===== config.mk =====
export PLATFORM = sky130hd
export DESIGN_NAME = mem_trace_capture
export DESIGN_NICKNAME = d
export VERILOG_FILES = /design/src/rtl/mem_trace_capture_pkg.sv /design/src/rtl/mem_trace_snapshot_fifo.sv /design/src/rtl/mem_trace_capture.sv
export SDC_FILE = /design/constraint.sdc
export NUM_CORES = 2
export LEC_CHECK = 0
export CAP_MARGIN = 20
export CORE_UTILIZATION = 37
export CTS_BUF_LIST = sky130_fd_sc_hd__clkbuf_4 sky130_fd_sc_hd__clkbuf_8
export DETAILED_ROUTE_END_ITERATION = 16
export SYNTH_ARGS = -nofsm -noshare
export SYNTH_HDL_FRONTEND = slang
export SYNTH_HIERARCHICAL = 1
export SYNTH_SLANG_ARGS = --single-unit

===== constraint.sdc =====
create_clock -name clock -period 51 [get_ports clock]
set_input_delay 10.2 -clock clock [delete_from_list [all_inputs] [get_ports clock]]
set_output_delay 10.2 -clock clock [all_outputs]
set_load 0.01 [all_outputs]

===== src/rtl/mem_trace_capture_pkg.sv =====
// Shared widths and the per-lane snapshot record for the memory trace capture block.
// The struct field widths are fixed here, so the top-level width parameters must match them.
package mem_trace_capture_pkg;

    localparam int TRACE_DATA_WIDTH    = 64;
    localparam int TRACE_LOGSIZE_WIDTH = 32;

    typedef struct packed {
        logic                           valid;
        logic [TRACE_DATA_WIDTH-1:0]    address;
        logic                           is_store;
        logic [TRACE_LOGSIZE_WIDTH-1:0] size;
        logic [TRACE_DATA_WIDTH-1:0]    data;
    } trace_lane_t;

endpackage


===== src/rtl/mem_trace_snapshot_fifo.sv =====
// Synchronous FIFO of snapshot entries; head is read straight from storage.
// Latency 1 cycle push-to-head; caller must not push when full unless it pops at the same edge.
module mem_trace_snapshot_fifo #(
    parameter int WIDTH = 8,
    parameter int DEPTH = 4
) (
    input  logic             clock,
    input  logic             reset,
    input  logic             push,
    input  logic [WIDTH-1:0] push_dat,
    input  logic             pop,
    output logic [WIDTH-1:0] head_dat,
    output logic             full,
    output logic             empty
);

    localparam int AW = $clog2(DEPTH);

    logic [AW:0]      wr_ptr;
    logic [AW:0]      rd_ptr;
    logic [WIDTH-1:0] mem [DEPTH];

    always_ff @(posedge clock or posedge reset) begin
        if (reset) begin
            wr_ptr <= '0;
            rd_ptr <= '0;
        end else begin
            if (push) wr_ptr <= wr_ptr + (AW+1)'(1);
            if (pop)  rd_ptr <= rd_ptr + (AW+1)'(1);
        end
    end

    // Storage is deliberately unreset; the empty flag masks stale contents.
    always_ff @(posedge clock) begin
        if (push) mem[wr_ptr[AW-1:0]] <= push_dat;
    end

    assign head_dat = mem[rd_ptr[AW-1:0]];
    assign empty    = (wr_ptr == rd_ptr);
    assign full     = (wr_ptr[AW] != rd_ptr[AW]) && (wr_ptr[AW-1:0] == rd_ptr[AW-1:0]);

endmodule


===== src/rtl/mem_trace_capture.sv =====
// Snoops per-lane memory requests and buffers one snapshot per firing cycle for a trace logger.
// Latency 1 cycle to outputs; when the buffer is full and not draining, snapshots are dropped and counted.
module mem_trace_capture
    import mem_trace_capture_pkg::*;
#(
    parameter int NUM_LANES     = 4,
    parameter int DEPTH         = 4,
    parameter int DATA_WIDTH    = TRACE_DATA_WIDTH,
    parameter int LOGSIZE_WIDTH = TRACE_LOGSIZE_WIDTH
) (
    input  logic                               clock,
    input  logic                               reset,
    input  logic [NUM_LANES-1:0]               req_valid,
    input  logic [NUM_LANES-1:0]               req_ready,
    input  logic [DATA_WIDTH*NUM_LANES-1:0]    req_address,
    input  logic [NUM_LANES-1:0]               req_is_store,
    input  logic [LOGSIZE_WIDTH*NUM_LANES-1:0] req_size,
    input  logic [DATA_WIDTH*NUM_LANES-1:0]    req_data,
    output logic [NUM_LANES-1:0]               trace_log_valid,
    output logic [DATA_WIDTH*NUM_LANES-1:0]    trace_log_address,
    output logic [NUM_LANES-1:0]               trace_log_is_store,
    output logic [LOGSIZE_WIDTH*NUM_LANES-1:0] trace_log_size,
    output logic [DATA_WIDTH*NUM_LANES-1:0]    trace_log_data,
    input  logic                               trace_log_ready,
    output logic                               overflow,
    output logic [31:0]                        drop_count
);

    trace_lane_t [NUM_LANES-1:0] snap;
    trace_lane_t [NUM_LANES-1:0] head;
    logic [NUM_LANES-1:0]        fire;
    logic                        fifo_full;
    logic                        fifo_empty;
    logic                        snap_any;
    logic                        push;
    logic                        pop;
    logic                        drop;

    assign fire = req_valid & req_ready;

    always_comb begin
        snap = '0;
        for (int i = 0; i < NUM_LANES; i++) begin
            if (fire[i]) begin
                snap[i].valid    = 1'b1;
                snap[i].address  = req_address[i*DATA_WIDTH +: DATA_WIDTH];
                snap[i].is_store = req_is_store[i];
                snap[i].size     = req_size[i*LOGSIZE_WIDTH +: LOGSIZE_WIDTH];
                if (req_is_store[i]) snap[i].data = req_data[i*DATA_WIDTH +: DATA_WIDTH];
            end
        end
    end

    assign snap_any = |fire;
    assign pop      = !fifo_empty && trace_log_ready;
    assign push     = snap_any && (!fifo_full || pop);
    assign drop     = snap_any && fifo_full && !pop;

    mem_trace_snapshot_fifo #(
        .WIDTH (NUM_LANES * $bits(trace_lane_t)),
        .DEPTH (DEPTH)
    ) u_fifo (
        .clock    (clock),
        .reset    (reset),
        .push     (push),
        .push_dat (snap),
        .pop      (pop),
        .head_dat (head),
        .full     (fifo_full),
        .empty    (fifo_empty)
    );

    always_ff @(posedge clock or posedge reset) begin
        if (reset) begin
            overflow   <= 1'b0;
            drop_count <= '0;
        end else if (drop) begin
            overflow <= 1'b1;
            if (drop_count != '1) drop_count <= drop_count + 32'd1;
        end
    end

    always_comb begin
        trace_log_valid    = '0;
        trace_log_address  = '0;
        trace_log_is_store = '0;
        trace_log_size     = '0;
        trace_log_data     = '0;
        if (!fifo_empty) begin
            for (int i = 0; i < NUM_LANES; i++) begin
                trace_log_valid[i]                                 = head[i].valid;
                trace_log_address[i*DATA_WIDTH +: DATA_WIDTH]      = head[i].address;
                trace_log_is_store[i]                              = head[i].is_store;
                trace_log_size[i*LOGSIZE_WIDTH +: LOGSIZE_WIDTH]   = head[i].size;
                trace_log_data[i*DATA_WIDTH +: DATA_WIDTH]         = head[i].data;
            end
        end
    end

endmodule


Word-level counts from Yosys, hierarchy flattened
Memory sizes are Yosys's and may differ from the RTL's. Index checks and enable logic that the tools add are counted.

Bits of input ports: 655. Bits in registers: 39. Latch bits: 0. Word-level logic and storage cells: 39. Output and inout port bits: 681. Memories kept: 1. Memory bits (read-only): 0. Memory bits (writable): 2592.

Memory list: u_fifo.mem (depth 4, width 648, read ports 1, clocked after memory_dff 0, wr ports 1, line mem_trace_snapshot_fifo.sv:21) `logic [WIDTH-1:0] mem [DEPTH];`.

Shifts and indexed selects: 0. Multipliers: 0. Reductions and logical operators: 11. Bitwise operators: 1. $add $sub $neg: 3. Divide/modulo/power cells: 0. $lt $le $gt $ge: 0. Muxes and demuxes: 15. Eq/ne operators: 4.

Operators with widths (count): 2-to-1 mux 162 bit (4); 2-to-1 mux 256 bit (2); 2-to-1 mux 64 bit (4); 2-to-1 mux 128 bit (1); adder 32 x 1 -> 32 bit, second input constant (1); != test 32 bit, second input constant (1); 2-to-1 mux 4 bit (2); adder 3 x 1 -> 3 bit, second input constant (2); logical AND 1 bit (5); bitwise AND 4 bit (1); OR reduction 4 bit (1); equality test 3 bit (1); zero test 1 bit (3); equality test 2 bit (1); 2-to-1 mux 1 bit (2); AND reduction 2 bit (1); logical OR 1 bit (1); != test 1 bit (1).

Depth between registers and ports, before layout
Depth after elaboration: 7. Gate-level depth with buffers: 10. Depth with buffers taken out: 7.

By module
Netlist, hierarchy kept.

Modules (own cells, without submodules): mem_trace_snapshot_fifo (cells an instance 3415, instances 1, seq. area each 77984.8 um^2, area each 93821.2 um^2); mem_trace_capture (cells an instance 1635, instances 1, seq. area each 825.8 um^2, area each 10476.3 um^2).

Least setup slack after synthesis
No wires, ideal clock.

Kind: input to register. From: in req_ready[3]. To: mem u_fifo/mem[3][0] (netlist bit) (enable). Path buffers: 1. Stages on the path: 5. Setup time: 1.098 ns. Required time: 49.902 ns. Setup slack: 24.282 ns. Arrival: 25.620 ns. Cell sequence: clkbuf_1 > a22o_1 > nor3_1 > a21oi_1 > and2_1.

Longest elaborated chain between the ends: 5.

Ends and longest elaborated chain: from (decl) (line mem_trace_capture.sv:14) `input logic [NUM_LANES-1:0] req_ready,`; bitwise AND 4 bit (line mem_trace_capture.sv:39) `assign fire = req_valid & req_ready;`; OR reduction 4 bit (line mem_trace_capture.sv:54) `assign snap_any = |fire;`; logical AND 1 bit (line mem_trace_capture.sv:56) `assign push = snap_any && (!fifo_full || pop);`; net push (line mem_trace_capture.sv:35) `logic push;`; 2-to-1 mux 1 bit (line mem_trace_snapshot_fifo.sv:35) `if (push) mem[wr_ptr[AW-1:0]] <= push_dat;`; 2-to-1 mux 1 bit (implied by the code) (line mem_trace_snapshot_fifo.sv:35); to (decl) (line mem_trace_snapshot_fifo.sv:21).

The timed path passes the listed nets, and every way through them passes these cells.

==> metrics <==
status=finished, final reports clean; count of flip-flops with a built-in enable after synthesis=2,592; area fraction in compound gates after synthesis=0.000756; vias in the first global route=57,500; average cell area after synthesis=20.7 um2; HPWL after detailed placement=199,000 um; post-synthesis mux area share=0.140; share of synthesized flip-flops with an asynchronous set or reset=0.0148; fraction of layout cells with a size suffix above 1=0.206; final-report max-slew violation count=0; WL final=308,000 um; Synth Cell Area=0.104 mm2; depth of the CTS H-tree=5; final critical delay including setup and external delays=16.95 ns; synthesized netlist net count=5,711; post-synth cell types=41; multi-input logic area=0.0237 mm2; number of primary I/O pins=1,336; number of antenna violations at the first check in global routing=128; kind of capture point of the worst setup path=output pin; fill cell count=23,700; Routed Antenna Nets=0; leftover overflow at the end of global routing=0; cts bufs inserted=431; leakage component of the power=45.4 nW; share of the yosys chip area belonging to registers=0.756; length of the first detailed-routing pass in iterations=5; post-cts gate resize count=0; post-synthesis xor/xnor area fraction=0.00311; peak supply drop=0.0581 mV; average routed wire per standard cell=28.8 um; pin count of the biggest net entering global routing=170; Overall Global Routing Usage=0.212; clock tree root driver cell=clkbuf_8; adder and majority cell fraction of the synthesized area=0.000720; number of setup violations in the final report=0; arrival time at the worst endpoint=6.74 ns; most frequent cells in the layout=edfxtp_1, clkdlybuf4s50_1, nor2b_1, mux4_2, clkbuf_8; count of buffers from port buffering=1,335; clock sink total=2,631; storage element area=0.0788 mm2; PnR Total Power=0.00846 W; die area=0.284 mm2; required arrival time at the worst endpoint=40.80 ns; final hold viol count=0; number of hold-repair buffers added at the cts stage=0; type of origin of the critical path=flop; final cycle utilization of the critical path=0.332; clock slew at reported path FFs=0.06 ns; most common library cell in the layout ignoring fill and taps=edfxtp_1; global-route wire length before repair=430,000 um; cell row count=194; max-cap viol count=0; horizontal extent of the die=533 um; clock tree from TritonCTS=built; drt via density=5.20; min-delay worst type=reg -> reg; total power density per cell area=65.1 mW/mm2; Sum Neg Setup Slack=0 ns; post-synthesis simple-gate area fraction=0.0826; number of warnings issued by yosys=6; global placer's final weighted congestion=0.837; #FFs+latches synth=2,631; Fin Clk Skew=0.0831 ns; core box area=0.280 mm2; post-synthesis to final-layout area growth=24.6%; Slew headroom=0.122; maximum fanout encountered on the critical timing path=66; main combinational cell family by area after synthesis=multiplexers; FMAX=59.0 MHz; most frequently used flop master after synthesis=edfxtp_1; Worst-Skew Late Latency=1.09 ns; Initial Util=0.373; RSZ-0062 raised after global routing=no; number of buffers on the longest clock path=4; via count=55,600; Iteration-0 DRC Markers=4,719; overall die height=533 um; cell count after synthesis=5,050; Final #Nets=7,239; slew at the pin closest to its max-slew limit=1.32 ns; post-CTS repair timing setup buffer count=0; worst setup path class=reg -> out; remaining design rule violation count=0
-- state kept, by name, indices dropped and copies added, names as in the netlist --
signal / count
u_fifo/mem: 2592
drop_count: 32
u_fifo/rd_ptr: 3
u_fifo/wr_ptr: 3
overflow: 1
-- worst max-delay path: stages (launching register included) --
cell and delay [ns]:
dfrtp_4 0.91, buf_4 0.78, buf_4 0.72, buf_4 0.76, buf_4 0.92, mux4_2 0.36
nor2b_1 0.34, clkdlybuf4s50_1 0.62
-- per-layer routing --
layer / wire length [um] / up-vias / global-route usage
met2: 149000 / 2445 / 0.340
met4: 11800 / 68 / 0.0889
met1: 120000 / 29200 / 0.269
li1: - / 23400 / -
met3: 26600 / 548 / 0.0609
met5: 429 / - / 0
-- cell usage after synthesis (3+ instances only) --
master / instances / area, um2
inv_1: 9 / 33.8
nor3_1: 10 / 50.1
dfrtp_1: 39 / 976
buf_2: 68 / 340
and3_1: 392 / 2450
nor2b_1: 648 / 4050
edfxtp_1: 2592 / 77800
ha_1: 6 / 75.1
mux4_2: 648 / 14600
nand3_1: 9 / 45.0
nor4_1: 3 / 18.8
buf_1: 9 / 33.8
xnor2_1: 22 / 193
nand4_1: 15 / 93.8
xor2_1: 15 / 131
and2_1: 266 / 1660
nand2_1: 15 / 56.3
nor2_1: 9 / 33.8
clkbuf_1: 194 / 728
buf_6: 55 / 619
-- path summary, 6_finish.rpt --
kind | start | end | slack (ns) | cells past startpoint
setup / recovery | u_fifo/rd_ptr[1] | trace_log_size[46] | 34.06 | 7
hold / removal | u_fifo/wr_ptr[2] | u_fifo/wr_ptr[2] | 0.48 | 1
setup reg to reg | u_fifo/rd_ptr[1] | u_fifo/mem[3][110] | 44.64 | 9
hold reg to reg | u_fifo/wr_ptr[2] | u_fifo/wr_ptr[2] | 0.48 | 1
max in group asynchronous | reset | drop_count[3] | 40.70 | 3
min in group asynchronous | reset | u_fifo/wr_ptr[2] | 9.87 | 2
-- stage by stage --
stage	area (um2)	hold slack [ns]	instances	util	setup WS, ns
after floorplan	104000	0.462	5050	-	24.28
after global placement	121000	0.475	9867	0.434	34.91
after detailed placement	121000	0.483	9867	0.434	35.01
after CTS	130000	0.490	10600	0.464	33.82
after global routing	130000	0.527	10700	0.464	33.61
final	130000	0.482	10700	0.464	34.06
-- power by group --
part / internal [W] / switching (W) / leakage, nW
Clock: 0.000953 / 0.000848 / 4.42
Sequential: 0.00301 / 0.000117 / 26.0
Combinational: 0.00162 / 0.00191 / 15.0
Total: 0.00558 / 0.00288 / 45.4
-- layout make-up --
class / instances / area share
Sequential cell: 2631 / 0.607
Multi-Input combinational cell: 2082 / 0.183
Timing Repair Buffer: 1423 / 0.109
Clock buffer: 583 / 0.0547
Tap cell: 3724 / 0.0359
Clock inverter: 194 / 0.00986
Antenna cell: 54 / 0.00104
Inverter: 9 / 0.000260
-- logic make-up after synthesis --
family	Yosys count
AO/OA/AOI/OAI	9
XOR/XNOR	37
adder cells (fa/ha/maj)	6
buffers and inverters	337
flip-flops	2631
multiplexers	651
AND/OR/NAND/NOR	1379
No activity file was read; power rests on OpenSTA's default activity.
